$ cat config.mk
export PLATFORM = sky130hd
export DESIGN_NAME = mips_muldiv_unit
export DESIGN_NICKNAME = d
export VERILOG_FILES = /design/src/rtl/mips_muldiv_unit.sv
export SDC_FILE = /design/constraint.sdc
export NUM_CORES = 1
export LEC_CHECK = 0
export ABC_AREA = 1
export ABC_CLOCK_PERIOD_IN_PS = 3000
export CAP_MARGIN = 40
export CELL_PAD_IN_SITES_DETAIL_PLACEMENT = 0
export CELL_PAD_IN_SITES_GLOBAL_PLACEMENT = 1
export CORE_MARGIN = 3
export CORE_UTILIZATION = 43
export CTS_CLUSTER_SIZE = 40
export DETAILED_ROUTE_END_ITERATION = 10
export GPL_TIMING_DRIVEN = 1
export PLACE_DENSITY = 0.82
export SYNTH_ARGS = -nofsm -noshare
export SYNTH_HDL_FRONTEND = slang
export SYNTH_SLANG_ARGS = --single-unit
$ cat constraint.sdc
create_clock -name clk -period 3 [get_ports clk]
set_input_delay 0.3 -clock clk [delete_from_list [all_inputs] [get_ports clk]]
set_output_delay 0.3 -clock clk [all_outputs]
set_load 0.005 [all_outputs]
$ cat src/rtl/mips_muldiv_unit.sv
// Iterative MIPS multiply/divide unit with architectural HI/LO registers.
// One shift-add or restoring-divide step per enabled clock, then a sign-fix cycle.
module mips_muldiv_unit #(
    parameter int WIDTH = 32
) (
    input  logic             clk,
    input  logic             reset,
    input  logic             clk_enable,
    input  logic             start,
    input  logic [2:0]       op,
    input  logic [WIDTH-1:0] in_a,
    input  logic [WIDTH-1:0] in_b,
    output logic             busy,
    output logic             done,
    output logic [WIDTH-1:0] hi,
    output logic [WIDTH-1:0] lo
);

    localparam int CW = (WIDTH > 1) ? $clog2(WIDTH) : 1;

    typedef enum logic [1:0] {
        IDLE = 2'd0,
        RUN  = 2'd1,
        FIX  = 2'd2
    } state_t;

    state_t               state_q, state_d;
    logic [CW-1:0]        count_q, count_d;
    logic [2*WIDTH-1:0]   acc_q, acc_d;
    logic [WIDTH:0]       rem_q, rem_d;
    logic [WIDTH-1:0]     other_q, other_d;
    logic                 isDiv_q, isDiv_d;
    logic                 negRes_q, negRes_d;
    logic                 remNeg_q, remNeg_d;
    logic [WIDTH-1:0]     hi_q, hi_d;
    logic [WIDTH-1:0]     lo_q, lo_d;
    logic                 done_q, done_d;

    logic                 opSigned;
    logic                 aNeg;
    logic                 bNeg;
    logic                 bZero;
    logic [WIDTH-1:0]     magA;
    logic [WIDTH-1:0]     magB;
    logic [WIDTH-1:0]     addend;
    logic [WIDTH:0]       mulSum;
    logic [WIDTH+1:0]     divShift;
    logic [WIDTH+1:0]     divDiff;
    logic                 divGeq;
    logic [2*WIDTH-1:0]   mulFix;
    logic [WIDTH-1:0]     quotFix;
    logic [WIDTH-1:0]     remFix;

    // Operand magnitudes and per-step datapath (multiply adder, divide trial subtract).
    always_comb begin
        opSigned = ~op[0];
        aNeg     = opSigned & in_a[WIDTH-1];
        bNeg     = opSigned & in_b[WIDTH-1];
        bZero    = (in_b == {WIDTH{1'b0}});
        magA     = aNeg ? (~in_a + 1'b1) : in_a;
        magB     = bNeg ? (~in_b + 1'b1) : in_b;

        addend   = acc_q[0] ? other_q : {WIDTH{1'b0}};
        mulSum   = {1'b0, acc_q[2*WIDTH-1:WIDTH]} + {1'b0, addend};

        divShift = {rem_q, acc_q[WIDTH-1]};
        divDiff  = divShift - {2'b00, other_q};
        divGeq   = ~divDiff[WIDTH+1];

        mulFix   = negRes_q ? (~acc_q + 1'b1) : acc_q;
        quotFix  = negRes_q ? (~acc_q[WIDTH-1:0] + 1'b1) : acc_q[WIDTH-1:0];
        remFix   = remNeg_q ? (~rem_q[WIDTH-1:0] + 1'b1) : rem_q[WIDTH-1:0];
    end

    // Next-state logic; done defaults low so it pulses for one enabled cycle.
    always_comb begin
        state_d  = state_q;
        count_d  = count_q;
        acc_d    = acc_q;
        rem_d    = rem_q;
        other_d  = other_q;
        isDiv_d  = isDiv_q;
        negRes_d = negRes_q;
        remNeg_d = remNeg_q;
        hi_d     = hi_q;
        lo_d     = lo_q;
        done_d   = 1'b0;

        case (state_q)
            IDLE: begin
                if (start) begin
                    if (!op[2]) begin
                        // Dividing by zero keeps the quotient positive so lo ends up all ones
                        // and the sign-corrected remainder reproduces the original dividend.
                        isDiv_d  = op[1];
                        acc_d    = {{WIDTH{1'b0}}, (op[1] ? magA : magB)};
                        other_d  = op[1] ? magB : magA;
                        rem_d    = {(WIDTH+1){1'b0}};
                        negRes_d = (aNeg ^ bNeg) & ~(op[1] & bZero);
                        remNeg_d = aNeg;
                        count_d  = CW'(WIDTH-1);
                        state_d  = RUN;
                    end else if (op[1:0] == 2'b00) begin
                        hi_d = in_a;
                    end else if (op[1:0] == 2'b01) begin
                        lo_d = in_a;
                    end
                end
            end
            RUN: begin
                if (isDiv_q) begin
                    acc_d = {{WIDTH{1'b0}}, acc_q[WIDTH-2:0], divGeq};
                    rem_d = divGeq ? divDiff[WIDTH:0] : divShift[WIDTH:0];
                end else begin
                    acc_d = {mulSum, acc_q[WIDTH-1:1]};
                end
                if (count_q == {CW{1'b0}}) begin
                    state_d = FIX;
                end else begin
                    count_d = count_q - 1'b1;
                end
            end
            FIX: begin
                if (isDiv_q) begin
                    lo_d = quotFix;
                    hi_d = remFix;
                end else begin
                    hi_d = mulFix[2*WIDTH-1:WIDTH];
                    lo_d = mulFix[WIDTH-1:0];
                end
                done_d  = 1'b1;
                state_d = IDLE;
            end
            default: begin
                state_d = IDLE;
            end
        endcase
    end

    always_ff @(posedge clk or negedge reset) begin
        if (!reset) begin
            state_q  <= IDLE;
            count_q  <= '0;
            acc_q    <= '0;
            rem_q    <= '0;
            other_q  <= '0;
            isDiv_q  <= 1'b0;
            negRes_q <= 1'b0;
            remNeg_q <= 1'b0;
            hi_q     <= '0;
            lo_q     <= '0;
            done_q   <= 1'b0;
        end else if (clk_enable) begin
            state_q  <= state_d;
            count_q  <= count_d;
            acc_q    <= acc_d;
            rem_q    <= rem_d;
            other_q  <= other_d;
            isDiv_q  <= isDiv_d;
            negRes_q <= negRes_d;
            remNeg_q <= remNeg_d;
            hi_q     <= hi_d;
            lo_q     <= lo_d;
            done_q   <= done_d;
        end
    end

    assign busy = (state_q != IDLE);
    assign done = done_q;
    assign hi   = hi_q;
    assign lo   = lo_q;

endmodule

After elaboration in Yosys (flattened, before gate mapping)
Cells that the tools add are included.
Storage, ports and cells
  input bits: 71
  word-level logic and storage cells: 96
  register bits after elaboration: 204
  memory bits (writable): 0
  memories: 0
  output and inout bits: 66
  bits in latches: 0
  ROM bits: 0
Operators by class
  magnitude comparators: 0
  shifts and indexed selects: 0
  add/sub/neg operators: 8
  reduce and logical (&&, ||, !) cells: 14
  muxes and demuxes: 37
  $mul: 0
  divide/modulo/power cells: 0
  equal/unequal tests: 12
  bitwise operators: 14
Operator list (count)
  32-bit two-way mux: 16
  64-bit two-way mux: 4
  33-bit two-way mux: 4
  32-bit by 1-bit adder with 32-bit output (second input constant): 4
  32-bit NOT: 4
  32-bit case mux with 2 select lines: 2
  64-bit case mux with 2 select lines: 1
  33-bit case mux with 2 select lines: 1
  64-bit by 1-bit adder with 64-bit output (second input constant): 1
  64-bit NOT: 1
  34-bit by 32-bit subtractor with 34-bit output: 1
  32-bit by 32-bit adder with 33-bit output: 1
  32-bit zero test: 1
  2-bit inequality test (second input constant): 9
  5-bit two-way mux: 3
  5-bit AND reduction: 3
  4-bit AND reduction: 3
  5-bit case mux with 2 select lines: 1
  2-bit two-way mux: 3
  6-bit AND reduction: 1
  2-bit nonzero test: 3
  5-bit zero test: 1
  5-bit by 1-bit subtractor with 5-bit output (second input constant): 1
  1-bit AND: 4
  7 further kinds: 12

Depth between registers and ports, before layout
  word-level depth: 7
  depth in mapped cells: 18
  depth with buffers taken out: 17

Worst setup path before layout
OpenSTA, ideal clock, no wires.
  path kind: register to register
  start point: reg acc_q[0]
  end point: reg acc_q[55]
  path buffers: 1
  arrival: 2189 ps
  setup time: 121 ps
  period minus slack after synthesis: 2310 ps
  stages on the path, launching flop included: 19
  data required time: 2879 ps
  setup slack: 690 ps
  cell sequence: dfrtp_1 -> buf_6 -> nand2_1 -> inv_1 -> ha_1 -> inv_1 -> fa_1 -> inv_1 -> nand3_1 -> nand2_1 -> a21boi_1 -> o21ai_0 -> nand2_1 -> nand2_1 -> nand2_1 -> nand2_1 -> nand2_1 -> nand2_1 -> o21ai_1
Between the ends
  longest elaborated chain between the ends: 4
RTL lines
  from (decl): line 29  | logic [2*WIDTH-1:0] acc_q, acc_d;
  from (signal assigned): line 144  | acc_q <= '0;
  from (signal assigned): line 156  | acc_q <= acc_d;
  32-bit two-way mux: line 63  | addend = acc_q[0] ? other_q : {WIDTH{1'b0}};
  32-bit by 32-bit adder with 33-bit output: line 64  | mulSum = {1'b0, acc_q[2*WIDTH-1:WIDTH]} + {1'b0, addend};
  64-bit two-way mux: line 111  | if (isDiv_q) begin
  64-bit case mux with 2 select lines: line 89  | case (state_q)
Every way passes these cells.
A chain may end at the register's enable or synchronous reset.

Worst setup path in the final report
  start point: reg acc_q[31]
  end point: reg rem_q[24]
Between the ends
  longest elaborated chain between the ends: 4
RTL lines
  34-bit by 32-bit subtractor with 34-bit output: line 67  | divDiff = divShift - {2'b00, other_q};
  33-bit two-way mux: line 113  | rem_d = divGeq ? divDiff[WIDTH:0] : divShift[WIDTH:0];
  33-bit two-way mux: line 111
  33-bit case mux with 2 select lines: line 89
  to (signal assigned): line 157  | rem_q <= rem_d;
  to (decl): line 30  | logic [WIDTH:0] rem_q, rem_d;
Every way passes these cells. The select of a mux whose other input is x is not followed.

==> impl_results.md <==
- Vias per cell: 5.75
- Filler cells: 4840
- Htree depth: 1
- IO buf count: 136
- Post-synth top cells: nand2_1 (997), nor2_1 (501), inv_1 (375), nand3_1 (321), dfrtp_1 (204)
- ANT nets after route: 0
- Tmin final: 2.82 ns
- Vias: 23600
- Worst Path Arrival: 3.28 ns
- Synth Area in Adders: 0.0460
- # DRC: 0
- Worst r2r src: acc_q[31]
- Number of DRC markers in iteration 0: 2932
- IO Count: 137
- Outcome: finished, final reports clean
- Final setup TNS: 0 ns
- Total CTS buffers: 27
- Final instance count without filler cells: 4098
- Initial DRT Pass Iterations: 7
- Vias in the first global route: 21700
- Syn Nets: 3486
- Post-synthesis instance total: 3343
- Yosys reg bits: 204
- Synth area leaders: dfrtp_1 (26%), nand2_1 (19%), nor2_1 (9.4%)
- Share of the synthesized area in the top cell type: 0.256
- Largest family of logic cells by synthesized area: simple AND/OR/NAND/NOR gates
- Max Cap Viol: 0
- Gpl congestion: 1.01
- Grt ovf: 0
- Clock Latency Late Sink: 0.60 ns
- Synth Area in XOR/XNOR: 0.0246
- Synth async-reset ratio: 1.00
- Share of layout cells above drive strength 1: 0.0655
- Die ar.: 48900 sq um
- PD cells: 951 nW/um^2
- Diode count: 0
- CTS tree: done
- Total Routed Length: 92.3 mm
- GRT Total Usage: 0.362
- Crit. End Element: register
- DP HPWL: 75.5 mm
- Placed Cells: 4047
- Dpl ws: 0.215 ns
- Layout area overhead: 15.8%
- Count of cell types in the netlist: 57
- Crit path launch: acc_q[31]
- Crit path max fanout: 6
- Relative slew slack: 0.446
- Synthesized cell area: 19900 sq um
- Fin. max-slew vios: 0
- Root buffer cell: clkbuf_16
- Synth Area in Simple Gates: 0.416
- Largest net degree at the start of global routing: 84
- Setup ws final: 0.180 ns
- Floorplan core area: 45600 sq um
- Clock slew at reported path FFs: 0.06 ns
- Sequential share of the synthesized area: 0.256
- Peak supply drop: 0.645 mV
- # rows: 78
- Mux cell area share after synthesis: 0
- Clock sinks: 204
- Worst Setup EP: rem_q[24]
- Worst path required time: 3.46 ns
- Yosys warns: 0
- Most instantiated library cell after synthesis: nand2_1
- Compound-Gate Fraction of Synth Area: 0.156
- Worst-Margin Slew: 0.831 ns
- DR WL/cell: 22.5 microns
- Max Freq: 0.355 GHz
- Unrepaired setup endpoints after global routing: no
- Biggest area consumer among synthesized cells: dfrtp_1
- Layout Nets: 3620
- Worst hold-check path type: primary input to async pin
- Flop2flop setup slack: 0.18 ns
- Final worst path period share: 0.940
- Synthesized area per cell: 5.96 sq um
- Worst R2R End: rem_q[24]
- Starting Density: 0.437
- Setup CP Type: register to register
- Worst setup SP type: register
- First-pass GRT wire length: 136 mm
- Final setup fails: 0
- Post-synth top flop: dfrtp_1
- Max Clock Skew: 0.0373 ns
- Initial antenna violation count: 2
- Fin. Hold Viols: 0
- Max clock buf depth: 3
- Width of the die: 221 microns
- LEAKAGE: 11.6 nW
- Die height: 221 microns
- Reg2Reg Depth: 16
- Number of synthesized flops with an enable pin: 0
==> registers in the layout, indices dropped and copies added (netlist names), 2 cells and up <==
name     cells
acc_q       64
count_q      5
hi          32
lo          32
other_q     32
rem_q       33
state_q      2
==> cells by family (layout without fill, tap and decap cells) <==
| logic type | after synthesis | count (layout) |
|---|---|---|
| flops | 204 | 204 |
| fa+ha+maj | 72 | 72 |
| buf+inv | 497 | 652 |
| simple gates | 1977 | 1977 |
| compound gates | 537 | 537 |
| xor+xnor | 56 | 56 |
==> power by group <==
part | internal, mW | total, mW | leakage, nW | switching [mW]
logic | 4.57 | 13.2 | 8.60 | 8.67
registers | 3.83 | 5.25 | 2.50 | 1.42
clock network | 2.01 | 3.44 | 0.445 | 1.43
total | 10.4 | 21.9 | 11.6 | 11.5
==> stage by stage <==
stage                     total power, mW  hold slack [ns]  cell area, sq um   util
after detailed placement             18.1            0.413             22100  0.485
final                                21.9            0.263             23100  0.506
after CTS                            21.6            0.333             23100  0.506
after floorplan                      12.9          0.00441             19900      -
after global routing                 23.4            0.357             23100  0.506
after global placement               18.1            0.416             22100  0.485
==> worst max-delay path: stages (launching register included) <==
cell and delay [ns]:
dfrtp_1 0.45, inv_1 0.19, ha_2 0.27, inv_1 0.09
fa_1 0.43, nand2_1 0.08, nand3_1 0.08, nand3_1 0.08
nand2_1 0.13, nand2_1 0.09, nand2_1 0.15, nand2_1 0.13
nand4_1 0.08, nand2_1 0.21, nand2_1 0.09, nand3_1 0.09
nand2_1 0.05
==> cells in the final DEF (no fill, tap or decap), types with 14 or more instances in the layout <==
cell | netlist | final
nand4_1 | 32 | 32
clkdlybuf4s50_1 | 0 | 134
nand3b_1 | 17 | 17
ha_1 | 70 | 69
nand2_1 | 997 | 997
xnor2_1 | 21 | 21
buf_4 | 1 | 69
o21ai_1 | 14 | 15
nor2_2 | 16 | 15
dfrtp_1 | 204 | 203
o22ai_1 | 18 | 18
o21ai_0 | 188 | 187
inv_2 | 13 | 14
a21oi_1 | 194 | 194
xor2_1 | 35 | 35
or2_2 | 38 | 38
clkbuf_16 | 0 | 27
inv_1 | 375 | 374
nand3_1 | 321 | 321
a31oi_1 | 19 | 19
nor2_1 | 501 | 500
o221ai_1 | 14 | 14
nor3_1 | 25 | 25
o211ai_1 | 27 | 27
==> routing by layer <==
layer,share of wire,GRT usage
met1,0.43,0.512
met5,0.00029,0
met4,0.044,0.135
met2,0.43,0.552
met3,0.094,0.0634
==> layout make-up <==
type | instances | area, sq um | share of cell area
Inverter | 391 | 1480 | 0.0640
Timing Repair Buffer | 211 | 1990 | 0.0862
Multi-Input combinational cell | 2642 | 12800 | 0.556
Sequential cell | 204 | 5110 | 0.221
Tap cell | 600 | 751 | 0.0326
Clock inverter | 15 | 188 | 0.00814
Clock buffer | 35 | 736 | 0.0319
==> how the worst min path moves through the flow <==
stage,start,end,slack [ns],cells after the start
2_1_floorplan,reset,acc_q[0],0.004,0
3_3_place_gp,reset,acc_q[53],0.42,1
3_5_place_dp,reset,acc_q[52],0.41,1
4_1_cts,clk_enable,done,0.33,2
5_1_grt,reset,acc_q[52],0.36,2
6_report,reset,acc_q[52],0.26,2
==> timing repair <==
action                                 4_1_cts  5_1_grt
endpoints found under the hold margin       78        0
hold buffers                                 1        0
setup endpoints to repair                    0        4
resized for setup                            0        2
setup buffers                                0        0
No activity file was read; power rests on OpenSTA's default activity.
